### src/rtl/arith_loop_kernel.sv
// Counted loop kernel: on start runs BOUND iterations, adding STEP_X to x or STEP_Y to y
// per the selector, with wrap or saturate arithmetic and a sticky overflow flag.
module arith_loop_kernel #(
  parameter int WIDTH  = 15,
  parameter int BOUND  = 1000,
  parameter int STEP_X = 1,
  parameter int STEP_Y = 1,
  parameter int SAT    = 0
) (
  input  logic             clk_i,
  input  logic             rst_ni,
  input  logic             start_i,
  input  logic             en_i,
  input  logic             selector_i,
  output logic [WIDTH-1:0] i_o,
  output logic [WIDTH-1:0] x_o,
  output logic [WIDTH-1:0] y_o,
  output logic             busy_o,
  output logic             done_o,
  output logic             ovf_o
);

  localparam longint MAXV = (longint'(1) << WIDTH) - 1;

  generate
    if (BOUND < 1 || longint'(BOUND) > MAXV) begin : g_bad_bound
      $error("arith_loop_kernel: BOUND out of range");
    end
    if (STEP_X < 1 || longint'(STEP_X) > MAXV) begin : g_bad_step_x
      $error("arith_loop_kernel: STEP_X out of range");
    end
    if (STEP_Y < 1 || longint'(STEP_Y) > MAXV) begin : g_bad_step_y
      $error("arith_loop_kernel: STEP_Y out of range");
    end
  endgenerate

  localparam logic [WIDTH:0]   STEP_X_W = (WIDTH+1)'(STEP_X);
  localparam logic [WIDTH:0]   STEP_Y_W = (WIDTH+1)'(STEP_Y);
  localparam logic [WIDTH-1:0] LAST_I   = WIDTH'(BOUND - 1);

  typedef enum logic [1:0] {
    S_IDLE = 2'd0,
    S_RUN  = 2'd1,
    S_DONE = 2'd2
  } state_t;

  state_t           state_q, state_d;
  logic [WIDTH-1:0] i_q, i_d, x_q, x_d, y_q, y_d;
  logic             busy_q, busy_d, done_q, done_d, ovf_q, ovf_d;
  logic [WIDTH:0]   sum_x, sum_y;

  // Carry-out of the WIDTH+1 bit sum is the overflow indication.
  function automatic logic [WIDTH-1:0] fix_sum(input logic [WIDTH:0] s);
    if (s[WIDTH] && (SAT != 0)) return '1;
    return s[WIDTH-1:0];
  endfunction

  always_comb begin
    state_d = state_q;
    i_d     = i_q;
    x_d     = x_q;
    y_d     = y_q;
    ovf_d   = ovf_q;
    sum_x   = {1'b0, x_q} + STEP_X_W;
    sum_y   = {1'b0, y_q} + STEP_Y_W;
    case (state_q)
      S_IDLE, S_DONE: begin
        if (start_i) begin
          state_d = S_RUN;
          i_d     = '0;
          x_d     = '0;
          y_d     = '0;
          ovf_d   = 1'b0;
        end else begin
          state_d = S_IDLE;
        end
      end
      S_RUN: begin
        if (en_i) begin
          i_d = i_q + WIDTH'(1);
          if (selector_i) begin
            x_d   = fix_sum(sum_x);
            ovf_d = ovf_q | sum_x[WIDTH];
          end else begin
            y_d   = fix_sum(sum_y);
            ovf_d = ovf_q | sum_y[WIDTH];
          end
          if (i_q == LAST_I) state_d = S_DONE;
        end
      end
      default: state_d = S_IDLE;
    endcase
    busy_d = (state_d == S_RUN);
    done_d = (state_d == S_DONE);
  end

  always_ff @(posedge clk_i or negedge rst_ni) begin
    if (!rst_ni) begin
      state_q <= S_IDLE;
      i_q     <= '0;
      x_q     <= '0;
      y_q     <= '0;
      busy_q  <= 1'b0;
      done_q  <= 1'b0;
      ovf_q   <= 1'b0;
    end else begin
      state_q <= state_d;
      i_q     <= i_d;
      x_q     <= x_d;
      y_q     <= y_d;
      busy_q  <= busy_d;
      done_q  <= done_d;
      ovf_q   <= ovf_d;
    end
  end

  assign i_o    = i_q;
  assign x_o    = x_q;
  assign y_o    = y_q;
  assign busy_o = busy_q;
  assign done_o = done_q;
  assign ovf_o  = ovf_q;

endmodule
### config.mk
export PLATFORM = sky130hd
export DESIGN_NAME = arith_loop_kernel
export DESIGN_NICKNAME = d
export VERILOG_FILES = /design/src/rtl/arith_loop_kernel.sv
export SDC_FILE = /design/constraint.sdc
export NUM_CORES = 1
export LEC_CHECK = 0
export CAP_MARGIN = 20
export CORE_MARGIN = 2
export CORE_UTILIZATION = 45
export CTS_BUF_LIST = sky130_fd_sc_hd__clkbuf_8 sky130_fd_sc_hd__clkbuf_16
export DETAILED_ROUTE_END_ITERATION = 6
export PLACE_DENSITY = 0.74
export SYNTH_ARGS = -nofsm -noshare
export SYNTH_HDL_FRONTEND = slang
export SYNTH_SLANG_ARGS = --single-unit
export TNS_END_PERCENT = 30
### constraint.sdc
create_clock -name clk_i -period 3 [get_ports clk_i]
set_input_delay 0.6 -clock clk_i [delete_from_list [all_inputs] [get_ports clk_i]]
set_output_delay 0.6 -clock clk_i [all_outputs]
set_load 0.05 [all_outputs]
Word-level counts from Yosys, hierarchy flattened
Index checks and enable logic that the tools add are counted.

word-level totals
  bits in registers = 50
  input bits = 5
  word-level logic and storage cells = 44
  output and inout port bits = 48

operators by class
  bitwise logic cells = 2
  reductions and logical operators = 6
  eq/ne operators = 9
  add/sub/neg operators = 3
  mux-type cells = 17

operators by type and width
  kind                                             count
  2-to-1 mux 15 bit                                6
  case mux 15 bit (2 select lines)                 3
  adder 15 x 1 -> 16 bit, second input constant    2
  adder 15 x 1 -> 15 bit, second input constant    1
  == test 15 x 10 -> 1 bit, second input constant  1
  inequality test 2 bit, second input constant     4
  AND reduction 4 bit                              2
  == test 2 x 1 -> 1 bit, second input constant    2
  == test 2 bit, second input constant             2
  2-to-1 mux 1 bit                                 4
  2-to-1 mux 2 bit                                 2
  case mux 2 bit (2 select lines)                  1
  AND reduction 3 bit                              1
  logical NOT 2 bit                                1
  bitwise OR 1 bit                                 2
  case mux 1 bit (2 select lines)                  1
  nonzero test 2 bit                               1
  OR reduction 2 bit                               1

Depth between registers and ports, before layout
  word-level depth = 5
  gate-level depth with buffers = 6
  gate-level depth less buffers = 5

Worst setup path before layout
Ideal clock, no wire load.

  kind = register -> register
  from = reg y_q[2] (netlist: y_o[2])
  to = reg y_q[10] (netlist: y_o[10])
  required time = 2.922 ns
  setup slack = 1.066 ns
  buffers on the path = 1
  setup time = 0.078 ns
  stages on the path, launching flop included = 6
  arrival time = 1.856 ns
  period minus slack after synthesis = 1.934 ns
  cell sequence = dfrtp_1 -> and4_1 -> nand2_1 -> clkbuf_1 -> or4_1 -> a21oi_1

between the ends
  word-level cells in the longest chain between the ends = 4

RTL lines
  what                              line  source
  from (decl)                       48    logic [WIDTH-1:0] i_q, i_d, x_q, x_d, y_q, y_d;
  from (signal assigned)            110   y_q <= y_d;
  adder 15 x 1 -> 16 bit            65    sum_y = {1'b0, y_q} + STEP_Y_W;
  2-to-1 mux 15 bit                 81    if (selector_i) begin
  2-to-1 mux 15 bit                 79    if (en_i) begin
  case mux 15 bit (2 select lines)  66    case (state_q)

No other way between the ends. The select of a mux whose other input is x is not followed.
A chain may end at the register's enable or synchronous reset.

Worst setup path after layout
  from = reg i_q[10] (netlist: i_o[10])
  to = out i_o[10]

RTL lines
  what                    line  source
  from (decl)             48
  from (signal assigned)  108   i_q <= i_d;
  to (decl)               15    output logic [WIDTH-1:0] i_o,

No word-level cell between the ends.

==> results.yml <==
floorplanning:
  die-area_um2: 6570
  initial_core_util_pct: 46.0
  coreArea_um2: 5820
  die_w_um: 81.1
  ios: 53
  rows: 28
  die_h_um: 81.1
sta:
  fin_crit_ns: 2.22
  clock_skew_ns: 0.00544
  rsz0062_at_grt: "false"
  fmax_mhz: 450
  tightest_slew_ns: 0.555
  holdWs_ns: 0.279
  hold_viol_final: 0
  finalCritPeriodShare_pct: 74.1
  setup_viol: 0
  setup_tns_ns: 0
  maxSlewHeadroom_pct: 63.0
  drv_slew: 0
finish:
  mostFrequentLayoutCells: "clkdlybuf4s50_1 (51), dfrtp_1 (50), nand2_1 (29)"
  diodes: 0
  area_growth_pct: 26.0
  n_fill_cell: 557
  multi_input_area_um2: 1360
  seqCellArea_um2: 1250
  layout_commonest_cell: "clkdlybuf4s50_1"
  drive_gt1_share_pct: 6.67
  layout.nets: 337
clock_tree:
  postCtsHoldBufs: 0
  cts_buffers: 5
  clockRootBuffer: "clkbuf_8"
  cts_sinks: 50
  cts_tree: "yes"
  path_clk_slew_ns: 0.09
  clk_latency_ns: 0.31
  clock_path_buffers: 2
  cts.repair.resized: 0
  postCtsSetupRepairBufs: 0
  htree_num_levels: 2
logic_synthesis:
  synthDistinctLibCells: 50
  synth_flop_cell: "dfrtp_1"
  synth_edf_count: 0
  syn-cell-area_um2: 2670
  postSynthCellCount: 276
  yosys_warnings: 0
  synth_nets: 284
  yosys.area.top_type: "dfrtp_1"
  synth_seq_cells: 50
  synth_top_area_share_pct: 46.8
  ys_seq_area_share_pct: 46.8
  avgSynthCellArea_um2: 9.69
  synth-async-reset-ratio_pct: 100
  synth_area_leaders: "dfrtp_1 (47%), nand2_1 (4.1%), nor2_1 (3.8%), a21oi_1 (3.6%), xnor2_1 (3.3%)"
drt:
  first_pass_iters: 4
  via_per_inst: 5.65
  drc: 0
  drtIter0Drc: 183
  antenna_left: 0
  routedWlPerCell_um: 15.3
  vias: 2288
  wl_um: 6180
grt:
  grt.total_usage_pct: 20.9
  antenna_found_initial: 0
  grt_overflow: 0
  grt_pass1_wl_um: 10600
  grt_pass1_vias: 2256
  grt_start_max_net_pins: 28
critical_path:
  slowest_stage: "clkdlybuf4s50_1"
  crit_type: "flop to output pin"
  crit_path_max_fanout: 7
  critPathLaunchType: "flop"
  critPathTopFamily: "buffers and inverters"
  worstPathRequired_ns: 2.40
  cp_num_buf_inv: 1
  slowest_delay_ns: 0.84
  cp-end-kind: "output pin"
  crit_chain: "clkdlybuf4s50_1"
  arrival_ns: 1.62
outcome:
  status: "complete, no violations"
power:
  peakVddDrop_uv: 552
  power-per-cell-area_nw_per_um2: 663
  power_mw: 2.23
  p_leak_nw: 1.34
run:
  cap_violations: 0
placement:
  dpl.hpwl_um: 4450
  gp_congestion: 0.806
  numPortBuffers: 52
hold_path:
  hp-class: "input pin to async pin"
==> cell families (layout without fill, tap and decap cells) <==
kind of cell | count (synthesis) | after routing | share of synthesized area (%)
simple gates | 116 | 116 | 24.1
buf+inv | 15 | 69 | 2.29
mux | 2 | 2 | 0.795
fa+ha+maj | 3 | 3 | 1.40
xor+xnor | 17 | 17 | 5.57
compound gates | 73 | 73 | 19.1
flops | 50 | 50 | 46.8
==> flip-flops by register name, summed over array words and instances (netlist names) <==
register / cells
done_o: 1
x_o: 15
state_q: 2
busy_o: 1
i_o: 15
y_o: 15
ovf_o: 1
==> path summary, 6_finish.rpt <==
path                            slack, ns  depth (start not counted)       to       start
worst max-delay path                 0.78                          1  i_o[10]     i_o[10]
worst min-delay path                 0.28                          2   x_o[3]      rst_ni
max in group asynchronous            2.46                          2   i_o[5]      rst_ni
worst min register to register       0.56                          2    ovf_o       ovf_o
worst max register to register       0.90                          5   x_o[9]  state_q[0]
min in group clk_i                   0.56                          2    ovf_o       ovf_o
==> cell usage after synthesis (all sizes together) (2+ instances only) <==
cell and number:
clkbuf 8, a22o 3, a211oi 7, a211o 2, a21o 2, or4 5
nand2b 4, xnor2 10, nor3 3, o21ai 15, a2111oi 2, o2111ai 2
and4 6, a41o 4, a21oi 19, and2 4, a31oi 4, o31ai 5
ha 3, dfrtp 50, nor4 4, nand4 5, nand2 29, nor2 27
o211ai 2, xor2 7, inv 4, buf 3, nand3 11, nor2b 3
or3 6, and3 2, a31o 4
==> worst register-to-register path, stage by stage (launching register included) <==
cell	delay, ns
dfrtp_1	0.59
nand2b_1	0.49
buf_4	0.33
a2111oi_2	0.35
xnor2_1	0.16
nor2_1	0.06
==> per-layer routing <==
metal / GRT usage, % / vias to the layer above / share of wire [%]
li1: - / 1125 / -
met1: 27.9 / 1111 / 47
met2: 33.9 / 45 / 48
met3: 2.89 / 7 / 2.9
met4: 9.49 / 0 / 1.8
met5: 0 / - / 0
==> per-stage QoR <==
step / cells / worst slack (ns) / util, % / cell area [um2]
after floorplan: 276 / 1.07 / - / 2670
after global placement: 397 / 0.540 / 56.3 / 3280
after detailed placement: 397 / 0.471 / 56.3 / 3280
after CTS: 405 / 0.761 / 57.9 / 3370
after global routing: 405 / 0.658 / 57.9 / 3370
final: 405 / 0.776 / 57.9 / 3370
==> layout make-up <==
cell class / instances / area share [%]
multi-input cells: 211 / 40.5
flip-flops and latches: 50 / 37.1
repair buffers: 57 / 16.4
well taps: 75 / 2.79
clock buffers: 6 / 2.45
inverters: 4 / 0.446
clock inverters: 2 / 0.260
==> power breakdown <==
part / internal [mW] / leakage, nW / switching [mW]
clock network: 0.183 / 0.0524 / 0.222
logic: 0.313 / 0.644 / 0.570
registers: 0.782 / 0.648 / 0.162
Note: power is estimated with default switching activity, not from simulation.
